$ cat config.mk
export PLATFORM = sky130hd
export DESIGN_NAME = entropy_src_cond_seq
export DESIGN_NICKNAME = d
export VERILOG_FILES = /design/src/rtl/entropy_src_cond_seq.sv
export SDC_FILE = /design/constraint.sdc
export NUM_CORES = 2
export LEC_CHECK = 0
export CAP_MARGIN = 20
export CORE_AREA = 10 10 344 346
export CTS_BUF_LIST = sky130_fd_sc_hd__clkbuf_4 sky130_fd_sc_hd__clkbuf_8
export CTS_CLUSTER_SIZE = 20
export DETAILED_ROUTE_END_ITERATION = 10
export DIE_AREA = 0 0 354 356
export SLEW_MARGIN = 20
export SYNTH_ARGS = -nofsm -noshare
export SYNTH_HDL_FRONTEND = slang
export SYNTH_SLANG_ARGS = --single-unit
$ cat constraint.sdc
create_clock -name clk_i -period 3.2 [get_ports clk_i]
set_input_delay 0.48 -clock clk_i [delete_from_list [all_inputs] [get_ports clk_i]]
set_output_delay 0.48 -clock clk_i [all_outputs]
set_load 0.02 [all_outputs]
$ cat src/rtl/entropy_src_cond_seq.sv
// Conditioner-side SHA3-384 block sequencer: packs raw words into rate blocks,
// pads the final block and hands blocks to the Keccak core over req/ack.
module entropy_src_cond_seq #(
    parameter int MsgWidth  = 64,
    parameter int RateWords = 13,
    parameter int CntWidth  = 4
) (
    input  logic                          clk_i,
    input  logic                          rst_ni,
    input  logic                          start_i,
    input  logic                          process_i,
    input  logic [3:0]                    done_i,
    input  logic                          msg_valid_i,
    input  logic [MsgWidth-1:0]           msg_data_i,
    output logic                          msg_ready_o,
    output logic                          perm_req_o,
    output logic                          perm_final_o,
    output logic [RateWords*MsgWidth-1:0] perm_block_o,
    input  logic                          perm_ack_i,
    output logic                          state_vld_o,
    output logic                          idle_o,
    output logic [CntWidth-1:0]           word_cnt_o,
    output logic                          err_o
);

    localparam logic [3:0] MuBi4True  = 4'h6;
    localparam logic [3:0] MuBi4False = 4'h9;
    localparam logic [CntWidth-1:0] RateCnt = CntWidth'(RateWords);

    typedef enum logic [2:0] {
        Idle      = 3'd0,
        Absorb    = 3'd1,
        PermBusy  = 3'd2,
        PadBlock  = 3'd3,
        PermFinal = 3'd4,
        Valid     = 3'd5,
        Error     = 3'd6
    } state_e;

    state_e state_q, state_d;
    logic [RateWords-1:0][MsgWidth-1:0] buf_q, buf_d;
    logic [CntWidth-1:0] cnt_q, cnt_d;
    logic pend_proc_q, pend_proc_d;
    logic pend_done_q, pend_done_d;
    logic done_true, done_bad;

    assign done_true = (done_i == MuBi4True);
    assign done_bad  = !done_true && (done_i != MuBi4False);

    always_comb begin
        state_d      = state_q;
        buf_d        = buf_q;
        cnt_d        = cnt_q;
        pend_proc_d  = pend_proc_q;
        pend_done_d  = pend_done_q;
        msg_ready_o  = 1'b0;
        perm_req_o   = 1'b0;
        perm_final_o = 1'b0;
        state_vld_o  = 1'b0;
        idle_o       = 1'b0;
        err_o        = 1'b0;

        case (state_q)
            Idle: begin
                idle_o = 1'b1;
                if (start_i) begin
                    state_d     = Absorb;
                    cnt_d       = '0;
                    buf_d       = '0;
                    pend_proc_d = 1'b0;
                    pend_done_d = 1'b0;
                end
            end
            Absorb: begin
                msg_ready_o = 1'b1;
                if (done_true) begin
                    state_d = Idle;
                    cnt_d   = '0;
                    buf_d   = '0;
                end else if (start_i) begin
                    cnt_d = '0;
                    buf_d = '0;
                end else begin
                    if (msg_valid_i) begin
                        buf_d[cnt_q] = msg_data_i;
                        cnt_d        = cnt_q + CntWidth'(1);
                    end
                    // a word landing with process is counted before padding
                    if (cnt_d == RateCnt) begin
                        state_d     = PermBusy;
                        pend_proc_d = process_i;
                    end else if (process_i) begin
                        state_d = PadBlock;
                    end
                end
            end
            PermBusy: begin
                perm_req_o = 1'b1;
                if (process_i) pend_proc_d = 1'b1;
                if (done_true) pend_done_d = 1'b1;
                if (perm_ack_i) begin
                    cnt_d = '0;
                    buf_d = '0;
                    if (pend_done_q || done_true) begin
                        state_d     = Idle;
                        pend_proc_d = 1'b0;
                        pend_done_d = 1'b0;
                    end else if (pend_proc_q || process_i) begin
                        state_d     = PadBlock;
                        pend_proc_d = 1'b0;
                    end else begin
                        state_d = Absorb;
                    end
                end
            end
            PadBlock: begin
                if (done_true) begin
                    state_d = Idle;
                    cnt_d   = '0;
                    buf_d   = '0;
                end else begin
                    // both pad bits may land in the same word when cnt is the last slot
                    buf_d[cnt_q][7:0] = buf_q[cnt_q][7:0] ^ 8'h06;
                    buf_d[RateWords-1][MsgWidth-1] = ~buf_d[RateWords-1][MsgWidth-1];
                    state_d = PermFinal;
                end
            end
            PermFinal: begin
                perm_req_o   = 1'b1;
                perm_final_o = 1'b1;
                if (done_true) pend_done_d = 1'b1;
                if (perm_ack_i) begin
                    if (pend_done_q || done_true) begin
                        state_d     = Idle;
                        cnt_d       = '0;
                        buf_d       = '0;
                        pend_proc_d = 1'b0;
                        pend_done_d = 1'b0;
                    end else begin
                        state_d = Valid;
                    end
                end
            end
            Valid: begin
                state_vld_o = 1'b1;
                if (done_true) begin
                    state_d     = Idle;
                    cnt_d       = '0;
                    buf_d       = '0;
                    pend_proc_d = 1'b0;
                    pend_done_d = 1'b0;
                end
            end
            Error: begin
                err_o = 1'b1;
            end
            default: begin
                state_d = Error;
            end
        endcase

        if (done_bad ||
            (start_i && (state_q == PermBusy || state_q == PermFinal ||
                         state_q == PadBlock))) begin
            state_d = Error;
        end
    end

    always_ff @(posedge clk_i) begin
        if (!rst_ni) begin
            state_q     <= Idle;
            buf_q       <= '0;
            cnt_q       <= '0;
            pend_proc_q <= 1'b0;
            pend_done_q <= 1'b0;
        end else begin
            state_q     <= state_d;
            buf_q       <= buf_d;
            cnt_q       <= cnt_d;
            pend_proc_q <= pend_proc_d;
            pend_done_q <= pend_done_d;
        end
    end

    assign perm_block_o = buf_q;
    assign word_cnt_o   = cnt_q;

endmodule
# == Word level (Yosys, flattened, before mapping) ==
# Index checks and enable logic that the tools add are counted.
# word_totals
regBits,841
input_bits,74
output_inout_bits,842
# op_classes
add_sub_neg,1
n_lt_le_gt_ge,2
n_eq_ne,28
n_mux,66
bitwise,4
n_reduce_logical,23
# ops
cell,count
$mux 832,9
$pmux 832 s6,1
$bwmux 832,2
$demux 64 s4,2
$bmux 64 s4,1
$mux 64,1
$mux 4,11
$mux 3,11
$pmux 3 s7,1
$reduce_and 7->1,3
$mux 1,20
$pmux 4 s5,1
$ne 2x2->1 const B,9
$mux 8,2
$ne 4x4->1 const B,4
$reduce_bool 5->1,2
$eq 3x3->1 const B,3
$ne 3x3->1 const B,3
$reduce_and 8->1,1
$eq 3x2->1 const B,2
$ne 3x2->1 const B,2
$reduce_and 6->1,1
$reduce_bool 6->1,1
$reduce_or 2->1,3
other kinds (19),28

# == Longest topological paths before layout ==
# logic_depth
ltp_word,11
ltp_mapped,12
mapped_depth_nobuf,7

# == Worst setup path before layout ==
# Ideal clock, no wire load.
# synth_path
path_kind,register to register
start,"reg cnt_q[1], in the netlist word_cnt_o[1]"
end,reg buf_q (netlist bit perm_block_o[780])
setup_time_ps,59
arrival_ps,2811
required_ps,3141
path_slack_ps,330
stages_incl_launch_ff,13
path_buffers,5
synth_period_minus_slack_ps,2870
cell_sequence,dfxtp_1 > buf_4 > buf_1 > buf_2 > inv_1 > ha_1 > and3_1 > clkbuf_1 > nor2_1 > o211ai_1 > a21oi_2 > buf_2 > a22o_1
# synth_between
elab_chain_len,9
elab_cells_between_ends,13
cone_classes,2 x order compare; 10 x mux; 1 x reduce/logical
# synth_lines
element,line,text
start: declaration,42,"logic [CntWidth-1:0] cnt_q, cnt_d;"
start signal: assignment,179,cnt_q <= cnt_d;
$lt 4x5->1 (implied by the code) / $ge 4x1->1 (equally long branches),85,buf_d[cnt_q] = msg_data_i;
$logic_and 1x1->1 (implied by the code),85,
$mux 64 (implied by the code),85,
$demux 64 s4,85,
$bwmux 832,85,
$mux 832,84,if (msg_valid_i) begin
$mux 832,80,end else if (start_i) begin
$mux 832,76,if (done_true) begin
$pmux 832 s6 (*),63,case (state_q)
end signal: assignment,178,buf_q <= buf_d;
end: declaration,41,"logic [RateWords-1:0][MsgWidth-1:0] buf_q, buf_d;"
# Every way passes the cells marked *; elsewhere a longest branch is shown, timed or not. The select of a mux whose other input is x is not followed.
# A chain may end at the register's enable or synchronous reset.

# == Worst setup path after layout ==
# layout_path
start,reg state_q[1]
end,out perm_req_o
# layout_between
elab_chain_len,3
elab_cells_between_ends,4
cone_classes,2 x eq/ne; 1 x mux; 1 x reduce/logical
# layout_lines
element,line,text
start: declaration,40,"state_e state_q, state_d;"
start signal: assignment,171,state_q <= Idle;
start signal: assignment,177,state_q <= state_d;
$eq 3x2->1 / $eq 3x3->1 (equally long branches),63,
$reduce_or 2->1 (no line) (*),-,
$mux 1 (*),63,
end: declaration,16,"output logic perm_req_o,"
# Every way passes the cells marked *; elsewhere a longest branch is shown, timed or not.

==> results.json <==
{
  "status": "completed",
  "wl_met1_um": 58500,
  "drive_gt1_frac": 0.131,
  "maxSlewViolCount": 0,
  "cts_root_buffer": "clkbuf_8",
  "crit_chain": "buf_4 -> xnor2_1 -> nor2_1 -> clkdlybuf4s50_1",
  "clockBufferDepth": 3,
  "yosysWarningCount": 0,
  "hold_class": "in2reg",
  "cp_num_buf_inv": 2,
  "skew_ns": 0.0412,
  "final_common_cell": "clkdlybuf4s50_1",
  "ys_seq_area_frac": 0.584,
  "yosysTopAreaCellShare": 0.584,
  "worst_path_max_delay_cell": "clkdlybuf4s50_1",
  "grt_pass1_vias": 24600,
  "cts_tree": "done",
  "place_congestion": 0.876,
  "synthArstFlopShare": 0,
  "synth-seq-cells": 841,
  "maxCapViolCount": 0,
  "tns_ns": 0,
  "start_util": 0.258,
  "clock_latency_ns": 0.82,
  "finalCritPeriodShare": 0.935,
  "endpoint": "perm_req_o",
  "portBuffers": 915,
  "grt_pass1_wl_um": 201000,
  "multi_input_area_um2": 10700,
  "n_fill_cell": 10900,
  "period_minus_slack_ns": 2.99,
  "chipHeight_um": 356,
  "ys_types": 67,
  "worst-path-stages": 4,
  "synth_edf_count": 0,
  "syn_to_final_growth_pct": 49.3,
  "end_kind": "output pin",
  "critPathRequiredTime_ns": 2.72,
  "cp_top_family": "buffers and inverters",
  "grt.total_usage": 0.220,
  "wl_um": 148000,
  "wl_met3_um": 14500,
  "synth_area_leaders": "dfxtp_1 58%, a22o_1 23%, a32o_1 2.3%",
  "vias_per_cell": 5.22,
  "io_pins": 916,
  "wl_per_cell_um": 30.1,
  "cts_inserted_buffers": 146,
  "worstRegToRegCells": 5,
  "wl_met2_um": 69400,
  "grt_max_degree": 56,
  "relSlewSlack": 0.365,
  "peakVddDrop_v": 0.000301,
  "leakagePower_nw": 16.0,
  "synth_flop_cell": "dfxtp_1",
  "clkTransAtPathRegs_ns": 0.06,
  "mostFrequentLayoutCells": "912 x clkdlybuf4s50_1, 837 x dfxtp_1, 760 x a22o_1",
  "p_total_mw": 22.2,
  "synth_top_cell_by_area": "dfxtp_1",
  "vias": 25700,
  "synth_cells": 2388,
  "worstReg2RegStart": "word_cnt_o[2]",
  "hold_viol": 0,
  "rsz0062_at_grt": "false",
  "rows": 123,
  "ctsHtreeMaxLevel": 4,
  "die_w_um": 354,
  "startpoint": "state_q[1]",
  "highest_layer": "met5",
  "setup_violations": 0,
  "syn-num-nets": 2466,
  "cts_setup_buffers": 0,
  "ff2ff_setup_slack_ns": 0.54,
  "drc": 0,
  "nNetsFinal": 3372,
  "worstSetupPathType": "reg2out",
  "critPathLaunchType": "flop",
  "fmax_mhz": 334,
  "r2r_end": "perm_block_o[237]",
  "antenna_found_initial": 13,
  "power.density_nw_per_um2": 516,
  "core_um2": 112000,
  "arrival_ns": 2.51,
  "worst_slew_pin_slew_ns": 0.952,
  "drtPass1Iterations": 6,
  "max_stage_delay_ns": 0.66,
  "crit_fanout": 18,
  "final-seq-area_um2": 16800,
  "syn_area_um2": 28800,
  "dieArea_um2": 126000,
  "overflow": 0,
  "drt_iter0_markers": 2298,
  "antenna_left": 0,
  "clock_sinks": 841,
  "hpwlAfterDp_um": 105000,
  "synth_area_per_cell_um2": 12.1
}
-- cell type report --
class / count / share of cell area
sequential: 841 / 0.391
multi-input combinational: 1267 / 0.248
timing repair buffer: 1023 / 0.244
clock buffer: 227 / 0.0654
tap: 1500 / 0.0436
clock inverter: 33 / 0.00657
inverter: 15 / 0.00134
antenna: 9 / 0.000523
-- cells in the mapped netlist (5+ instances only) --
cell and count:
a211oi_1 16, a21oi_1 23, a22o_1 771, a32o_1 67, and2_1 62, and3_1 9
and3b_1 6, buf_1 17, buf_2 102, buf_6 37, clkbuf_1 105, dfxtp_1 841
inv_1 14, mux4_2 24, nand2_1 57, nand3_1 15, nand4_1 9, nor2_1 27
nor2_4 9, nor3_1 7, o21a_1 5, o21ai_0 38, o21ai_1 25, o21ai_4 8
or3_1 16
-- worst min-delay path by stage --
stage                     cells past startpoint               from  slack, ns                end
after floorplan                               2        pend_proc_q       0.46        pend_proc_q
after global placement                        1  perm_block_o[788]       0.45  perm_block_o[788]
after detailed placement                      1  perm_block_o[820]       0.45  perm_block_o[820]
after CTS                                     3             rst_ni       0.07  perm_block_o[770]
after global routing                          3             rst_ni       0.12  perm_block_o[770]
final                                         3             rst_ni       0.16  perm_block_o[770]
-- through the flow --
stage	hold WS [ns]	utilization	area (um^2)	setup WS (ns)	std cells
final	0.164	0.386	43100	0.209	4915
after global placement	0.451	0.358	39900	0.0996	4646
after floorplan	0.455	-	28800	0.330	2388
after global routing	0.118	0.386	43100	0.0170	4910
after detailed placement	0.454	0.358	39900	0.0647	4646
after CTS	0.0707	0.386	43000	0.0416	4906
-- routing by layer --
layer | vias to the layer above | global-route usage
met4 | 8 | 0.0832
met1 | 13000 | 0.268
li1 | 11100 | -
met2 | 1382 | 0.359
met5 | - | 0
met3 | 265 | 0.0730
-- flip-flops by register name, indices dropped and copies added (netlist names) --
name / cells
word_cnt_o: 4
state_q: 3
perm_block_o: 832
pend_done_q: 1
pend_proc_q: 1
-- cell families (layout without fill, tap and decap cells) --
logic type | after synthesis | in the layout | share of synthesized area
multiplexers | 27 | 27 | 0.0198
buffers and inverters | 280 | 1298 | 0.0510
AND/OR/NAND/NOR | 249 | 249 | 0.0508
flip-flops | 841 | 841 | 0.584
adder cells (fa/ha/maj) | 4 | 4 | 0.00174
XOR/XNOR | 3 | 3 | 0.000911
other | 0 | 9 | 0
AO/OA/AOI/OAI | 984 | 984 | 0.292
-- tightest hold or removal path: stages --
cell	delay [ns]
buf_4	0.19
inv_1	0.18
a211oi_1	0.07
-- timing repair --
action	in CTS	in global routing
resized for setup	5	2
hold buffers	0	0
setup endpoints to repair	5	2
pin swaps	0	0
-- report_power, final --
group	total [mW]	internal, mW	switching (mW)
sequential	10.5	10.5	0.0115
combinational	1.25	0.329	0.921
clock	10.5	5.68	4.79
total	22.2	16.5	5.72
Note: power is estimated with default switching activity, not from simulation.
